`src/rtl/decimal_entry_pkg.sv`:
```
// Shared types and constants for the decimal digit-entry block.
package decimal_pkg;

  localparam int DIGIT_W = 4;
  localparam int VALUE_W = 7;

  // Display code that turns a digit position off.
  localparam logic [DIGIT_W-1:0] BLANK_CODE = 4'd10;

  // Number of digits currently held by the entry buffer.
  typedef enum logic [1:0] {
    EMPTY = 2'd0,
    ONE   = 2'd1,
    TWO   = 2'd2
  } state_t;

endpackage

```
`src/rtl/decimal_entry_digit_pair_to_bin.sv`:
```
// Combinational tens/ones digit pair to 7-bit binary, x*10 done as shift-add.
import decimal_pkg::*;

module digit_pair_to_bin (
  input  logic [DIGIT_W-1:0] tens_i,
  input  logic [DIGIT_W-1:0] ones_i,
  output logic [VALUE_W-1:0] value_o
);

  logic [VALUE_W-1:0] tens_ext;
  logic [VALUE_W-1:0] ones_ext;

  assign tens_ext = {3'b000, tens_i};
  assign ones_ext = {3'b000, ones_i};

  // tens*10 + ones; inputs are decimal digits so the sum never exceeds 99.
  assign value_o = (tens_ext << 3) + (tens_ext << 1) + ones_ext;

endmodule

```
`src/rtl/decimal_entry.sv`:
```
// Decimal digit-entry accumulator: builds a 2-digit value from keypad
// strobes, drives live tens/ones display codes and commits a binary value.
// Optional idle auto-commit is compiled in with DECIMAL_ENTRY_TIMEOUT_EN.
//
// Strobe handshake: digit_valid, backspace, enter and clear are single-cycle
// requests with no back-pressure; each is consumed in the cycle it is high.
// When several are high together only the highest priority one acts
// (clear > enter > backspace > digit_valid); the rest are dropped silently.
import decimal_pkg::*;

module decimal_entry #(
  parameter int MAX_VALUE      = 99,
  parameter int TIMEOUT_CYCLES = 50_000_000
) (
  input  logic               clk,
  input  logic               rst_n,
  input  logic [DIGIT_W-1:0] digit,
  input  logic               digit_valid,
  input  logic               backspace,
  input  logic               enter,
  input  logic               clear,
  output logic [DIGIT_W-1:0] ten,
  output logic [DIGIT_W-1:0] one,
  output logic [VALUE_W-1:0] n,
  output logic               n_valid,
  output logic               err,
  output state_t             state_o
);

  localparam logic [VALUE_W-1:0] MAX_V = VALUE_W'(MAX_VALUE);

  state_t             state_q, state_d;
  logic [DIGIT_W-1:0] tens_q, tens_d;
  logic [DIGIT_W-1:0] ones_q, ones_d;
  logic [DIGIT_W-1:0] ten_q, ten_d;
  logic [DIGIT_W-1:0] one_q, one_d;
  logic [VALUE_W-1:0] n_q, n_d;
  logic               n_valid_q, n_valid_d;
  logic               err_q, err_d;

  logic [VALUE_W-1:0] commit_value;
  logic [VALUE_W-1:0] candidate;
  logic [VALUE_W-1:0] digit_ext;
  logic               digit_bad;

  assign digit_ext = {3'b000, digit};
  assign digit_bad = (digit > 4'd9);

  // Value committed on enter: tens_q is zero while only one digit is held.
  digit_pair_to_bin u_commit_conv (
    .tens_i  (tens_q),
    .ones_i  (ones_q),
    .value_o (commit_value)
  );

  // Value the entry would become if the incoming digit were appended.
  digit_pair_to_bin u_cand_conv (
    .tens_i  (ones_q),
    .ones_i  (digit),
    .value_o (candidate)
  );

`ifdef DECIMAL_ENTRY_TIMEOUT_EN
  localparam logic [25:0] IDLE_LAST = 26'(TIMEOUT_CYCLES - 1);

  logic [25:0] idle_q, idle_d;
  logic        strobe_any;
  logic        timeout_hit;

  assign strobe_any  = digit_valid | backspace | enter | clear;
  assign timeout_hit = (state_q != EMPTY) && (idle_q == IDLE_LAST);

  // Idle counter runs only while a partial entry is held and nothing is pressed.
  always_comb begin
    idle_d = idle_q + 26'd1;
    if (strobe_any || (state_q == EMPTY)) begin
      idle_d = '0;
    end
  end

  // Idle counter register.
  always_ff @(posedge clk or negedge rst_n) begin
    if (!rst_n) begin
      idle_q <= '0;
    end else begin
      idle_q <= idle_d;
    end
  end
`endif

  // Next-state, digit buffer, commit and error decode in strobe priority order.
  always_comb begin
    state_d   = state_q;
    tens_d    = tens_q;
    ones_d    = ones_q;
    n_d       = n_q;
    n_valid_d = 1'b0;
    err_d     = 1'b0;

    if (clear) begin
      state_d = EMPTY;
      tens_d  = '0;
      ones_d  = '0;
    end else if (enter) begin
      if (state_q == EMPTY) begin
        err_d = 1'b1;
      end else begin
        n_d       = commit_value;
        n_valid_d = 1'b1;
        state_d   = EMPTY;
        tens_d    = '0;
        ones_d    = '0;
      end
    end else if (backspace) begin
      case (state_q)
        TWO: begin
          state_d = ONE;
          ones_d  = tens_q;
          tens_d  = '0;
        end
        ONE: begin
          state_d = EMPTY;
          ones_d  = '0;
        end
        default: begin
          state_d = state_q;
        end
      endcase
    end else if (digit_valid) begin
      if (digit_bad) begin
        err_d = 1'b1;
      end else begin
        case (state_q)
          EMPTY: begin
            if (digit_ext > MAX_V) begin
              err_d = 1'b1;
            end else begin
              state_d = ONE;
              tens_d  = '0;
              ones_d  = digit;
            end
          end
          ONE: begin
            if (ones_q == 4'd0) begin
              // A held leading zero is simply replaced.
              if (digit_ext > MAX_V) begin
                err_d = 1'b1;
              end else begin
                ones_d = digit;
              end
            end else if (candidate <= MAX_V) begin
              state_d = TWO;
              tens_d  = ones_q;
              ones_d  = digit;
            end else begin
              err_d = 1'b1;
            end
          end
          default: begin
            // Two digits already held: no room.
            err_d = 1'b1;
          end
        endcase
      end
    end
`ifdef DECIMAL_ENTRY_TIMEOUT_EN
    else if (timeout_hit) begin
      n_d       = commit_value;
      n_valid_d = 1'b1;
      state_d   = EMPTY;
      tens_d    = '0;
      ones_d    = '0;
    end
`endif

    ten_d = (state_d == TWO)   ? tens_d     : BLANK_CODE;
    one_d = (state_d == EMPTY) ? BLANK_CODE : ones_d;
  end

  // State, digit buffer and registered outputs.
  always_ff @(posedge clk or negedge rst_n) begin
    if (!rst_n) begin
      state_q   <= EMPTY;
      tens_q    <= '0;
      ones_q    <= '0;
      ten_q     <= BLANK_CODE;
      one_q     <= BLANK_CODE;
      n_q       <= '0;
      n_valid_q <= 1'b0;
      err_q     <= 1'b0;
    end else begin
      state_q   <= state_d;
      tens_q    <= tens_d;
      ones_q    <= ones_d;
      ten_q     <= ten_d;
      one_q     <= one_d;
      n_q       <= n_d;
      n_valid_q <= n_valid_d;
      err_q     <= err_d;
    end
  end

  assign ten     = ten_q;
  assign one     = one_q;
  assign n       = n_q;
  assign n_valid = n_valid_q;
  assign err     = err_q;
  assign state_o = state_q;

endmodule
```
`config.mk`:
```
export PLATFORM = sky130hd
export DESIGN_NAME = decimal_entry
export DESIGN_NICKNAME = d
export VERILOG_FILES = /design/src/rtl/decimal_entry_pkg.sv /design/src/rtl/decimal_entry_digit_pair_to_bin.sv /design/src/rtl/decimal_entry.sv
export SDC_FILE = /design/constraint.sdc
export NUM_CORES = 1
export LEC_CHECK = 0
export CORE_MARGIN = 2
export CORE_UTILIZATION = 35
export DETAILED_ROUTE_END_ITERATION = 6
export PLACE_DENSITY = 0.59
export SLEW_MARGIN = 0
export SYNTH_ARGS = -nofsm -noshare
export SYNTH_HDL_FRONTEND = slang
export SYNTH_SLANG_ARGS = --single-unit
```
`constraint.sdc`:
```
create_clock -name clk -period 5.61 [get_ports clk]
set_input_delay 0.561 -clock clk [delete_from_list [all_inputs] [get_ports clk]]
set_output_delay 0.561 -clock clk [all_outputs]
set_load 0.02 [all_outputs]
```
==> metrics.txt <==
# TYPE chip_impl_metric gauge
chip_impl_metric{name="synthesis.area_per_instance",unit="um2"} 9.73
chip_impl_metric{name="grt_pass1_wl",unit="um"} 8330
chip_impl_metric{name="cts_setup_buffers",unit=""} 0
chip_impl_info{name="dominantRegCellSynth",value="sky130_fd_sc_hd__dfrtp_1"} 1
chip_impl_metric{name="placed_cells",unit=""} 299
chip_impl_metric{name="final-setup-viol-count",unit=""} 0
chip_impl_metric{name="port_buffers",unit=""} 28
chip_impl_metric{name="ys_ff_latch",unit=""} 27
chip_impl_metric{name="max-slew-margin-rel",unit=""} 0.446
chip_impl_metric{name="post-route-min-period",unit="ns"} 3.60
chip_impl_metric{name="grt-ovfl-total",unit=""} 0
chip_impl_metric{name="fp.dieH",unit="um"} 79.5
chip_impl_metric{name="cts_buffer_depth",unit=""} 2
chip_impl_info{name="top_usage_layer",value="met2"} 1
chip_impl_metric{name="grt_max_degree",unit=""} 28
chip_impl_metric{name="antenna_violations_before_repair",unit=""} 0
chip_impl_metric{name="layoutNonFillerInstCount",unit=""} 303
chip_impl_metric{name="area_growth_syn_to_layout",unit="%"} 19.5
chip_impl_info{name="cts_tree",value="done"} 1
chip_impl_metric{name="clock_skew",unit="ns"} 0.00895
chip_impl_info{name="critPathCaptureType",value="flop"} 1
chip_impl_metric{name="cts_hold_repair.buffers",unit=""} 0
chip_impl_metric{name="synth.cell_area",unit="um2"} 1990
chip_impl_metric{name="synth_cells",unit=""} 205
chip_impl_metric{name="track_usage",unit=""} 0.167
chip_impl_metric{name="resized_after_cts",unit=""} 0
chip_impl_metric{name="critical_path.max_stage_delay",unit="ns"} 0.57
chip_impl_metric{name="fraction_of_layout_cells_with_a_size_suffix_above_1",unit=""} 0.0996
chip_impl_metric{name="routed-via-count",unit=""} 1666
chip_impl_metric{name="die_width",unit="um"} 79.5
chip_impl_metric{name="power.density_cell_area",unit="nW/um2"} 185
chip_impl_metric{name="synth.net_count",unit=""} 237
chip_impl_metric{name="leakage",unit="nW"} 1.04
chip_impl_metric{name="timing.critical_path.arrival",unit="ns"} 3.80
chip_impl_metric{name="initial_utilization",unit=""} 0.362
chip_impl_metric{name="cts_sinks",unit=""} 27
chip_impl_metric{name="core-area",unit="um2"} 5510
chip_impl_metric{name="final_min_period_over_clock_period",unit=""} 0.641
chip_impl_info{name="grt_setup_unrepaired",value="false"} 1
chip_impl_metric{name="count_of_flip_flops_with_a_built_in_enable_after_synthesis",unit=""} 0
chip_impl_metric{name="crit_path_max_fanout",unit=""} 13
chip_impl_metric{name="number_of_cts_inserted_buffers",unit=""} 3
chip_impl_info{name="worst_path_dominant_cell_family",value="compound AO/OA/AOI/OAI gates"} 1
chip_impl_metric{name="groute.layer.met3.usage",unit=""} 0.0283
chip_impl_metric{name="deepest_level_of_the_cts_h_tree",unit=""} 1
chip_impl_metric{name="finalWeightedCongestion",unit=""} 0.895
chip_impl_metric{name="antenna-diode-count",unit=""} 0
chip_impl_metric{name="synth-seq-area-share",unit=""} 0.341
chip_impl_info{name="worst_min_delay_path_category",value="reg -> reg"} 1
chip_impl_metric{name="clk_pin_slew",unit="ns"} 0.08
chip_impl_info{name="slowest_stage",value="sky130_fd_sc_hd__fa_1"} 1
chip_impl_metric{name="async_reset_ff_frac",unit=""} 1.00
chip_impl_metric{name="drc_errors",unit=""} 0
chip_impl_metric{name="report.final.hold_viol_count",unit=""} 0
chip_impl_metric{name="max_slew.worst_pin.slew",unit="ns"} 0.824
chip_impl_metric{name="post_synth_num_cell_types",unit=""} 55
chip_impl_metric{name="floorplan.die_area",unit="um2"} 6320
chip_impl_info{name="netlist.top_cell.by_area",value="sky130_fd_sc_hd__dfrtp_1"} 1
chip_impl_metric{name="routed_via_density",unit=""} 5.50
chip_impl_metric{name="ant_nets",unit=""} 0
chip_impl_metric{name="worst_skew_pair.late_latency",unit="ns"} 0.27
chip_impl_metric{name="final_max_slew_viol_count",unit=""} 0
chip_impl_info{name="netlist_top_cells_area",value="sky130_fd_sc_hd__dfrtp_1, sky130_fd_sc_hd__ha_1, sky130_fd_sc_hd__dfstp_2"} 1
chip_impl_metric{name="totalWireLength",unit="um"} 4780
chip_impl_metric{name="nNetsFinal",unit=""} 264
chip_impl_metric{name="grt_util_met1",unit=""} 0.228
chip_impl_metric{name="drt-pass1-iter-count",unit=""} 4
chip_impl_metric{name="critPathBufInv",unit=""} 1
chip_impl_info{name="crit_type",value="in -> reg"} 1
chip_impl_metric{name="fmaxAchievable",unit="MHz"} 278
chip_impl_metric{name="avgRoutedWirePerCell",unit="um"} 15.8
chip_impl_info{name="timing.critical_path.cells",value="clkdlybuf4s50_1 > fa_1 > fa_1 > a31oi_1 > xor2_1 > a221o_1 > a31oi_1 > nor2_1 > or2_2"} 1
chip_impl_metric{name="rows",unit=""} 27
chip_impl_metric{name="globalRouteMet2Util",unit=""} 0.281
chip_impl_info{name="status",value="complete, no violations"} 1
chip_impl_metric{name="timing.critical_path.required",unit="ns"} 5.81
chip_impl_metric{name="drv_cap",unit=""} 0
chip_impl_metric{name="synth_top_cell_area_share",unit=""} 0.289
chip_impl_metric{name="r2r_slack",unit="ns"} 2.26
chip_impl_metric{name="fin_tns_setup",unit="ns"} 0
chip_impl_metric{name="place_hpwl",unit="um"} 3620
chip_impl_metric{name="yosys_warnings",unit=""} 0
chip_impl_metric{name="grt_pass1_vias",unit=""} 1716
chip_impl_info{name="cp-start-kind",value="input port"} 1
chip_impl_metric{name="vdd.ir_drop.worst",unit="uV"} 183
chip_impl_metric{name="num_io_pins",unit=""} 29
chip_impl_info{name="cts_root_buf",value="sky130_fd_sc_hd__clkbuf_8"} 1
chip_impl_metric{name="drt_first_iter_violations",unit=""} 121
report_power, final:
| part | switching, mW | total (mW) | internal (mW) |
|---|---|---|---|
| combinational | 0.0645 | 0.115 | 0.0502 |
| clock | 0.0595 | 0.109 | 0.0498 |
| sequential | 0.0111 | 0.216 | 0.205 |
metrics by stage:
step | power [mW] | util | hold slack, ns | setup slack, ns | cell area, um2
after global placement | 0.335 | 0.424 | 0.495 | 1.86 | 2340
after global routing | 0.472 | 0.433 | 0.545 | 1.84 | 2380
after CTS | 0.447 | 0.433 | 0.520 | 2.04 | 2380
after floorplan | 0.288 | - | 0.265 | 2.60 | 1990
final | 0.440 | 0.433 | 0.512 | 2.01 | 2380
after detailed placement | 0.335 | 0.424 | 0.500 | 1.74 | 2340
metal layers:
| metal | part of all wire | wire length, um |
|---|---|---|
| met1 | 0.46 | 2210 |
| met2 | 0.47 | 2270 |
| met3 | 0.056 | 270 |
| met4 | 0.0056 | 27 |
| met5 | 0 | 0 |
synth_stat cells, drive strengths merged, types with 3 or more instances:
cell type and n:
fa 4, clkbuf 5, o21ai 8, inv 6, a21oi 13, nor2b 7, a21o 3, nand2 18
o2111ai 3, nor2 16, nand3 3, mux2 6, o211ai 3, a22oi 4, dfstp 4, and2 3
a2bb2oi 4, ha 18, a31oi 5, mux2i 4, dfrtp 23, xnor2 4
layout by cell type (no fill, tap or decap), drive strengths merged, types with 5 or more instances in the layout:
cell type	instances
dfrtp	23
nand2	18
a21oi	13
nor2b	7
o21ai	8
inv	6
mux2	6
nor2	16
a31oi	5
clkdlybuf4s50	28
ha	18
state kept, by name, summed over array words and instances (netlist names):
name / count
n: 7
one: 4
ones_q: 4
ten: 4
tens_q: 4
state_o: 2
err: 1
n_valid: 1
layout make-up:
class,instances,area [um2]
sequential,27,681
fill,534,3120
clock buffer,3,41.3
multi-input combinational,165,1260
inverter,6,22.5
timing repair buffer,29,288
tap,72,90.1
clock inverter,1,5.00
final timing paths:
kind	from	endpoint	cells past startpoint
max reg2reg	ones_q[2]	one[3]	8
max	digit[3]	one[3]	9
min in group asynchronous	rst_n	err	2
max in group asynchronous	rst_n	ten[3]	2
min	n[6]	n[6]	1
min reg2reg	n[6]	n[6]	1
kinds of logic after synthesis:
| family | count (synthesis) | share of synthesized area |
|---|---|---|
| AOI/OAI and AO/OA | 60 | 0.213 |
| xor gates and xnor gates | 5 | 0.0220 |
| adders and majority gates | 22 | 0.153 |
| buffers and inverters | 13 | 0.0289 |
| DFF | 27 | 0.341 |
| muxes | 10 | 0.0540 |
| and+or+nand+nor | 68 | 0.188 |
No activity file was read; power rests on OpenSTA's default activity.
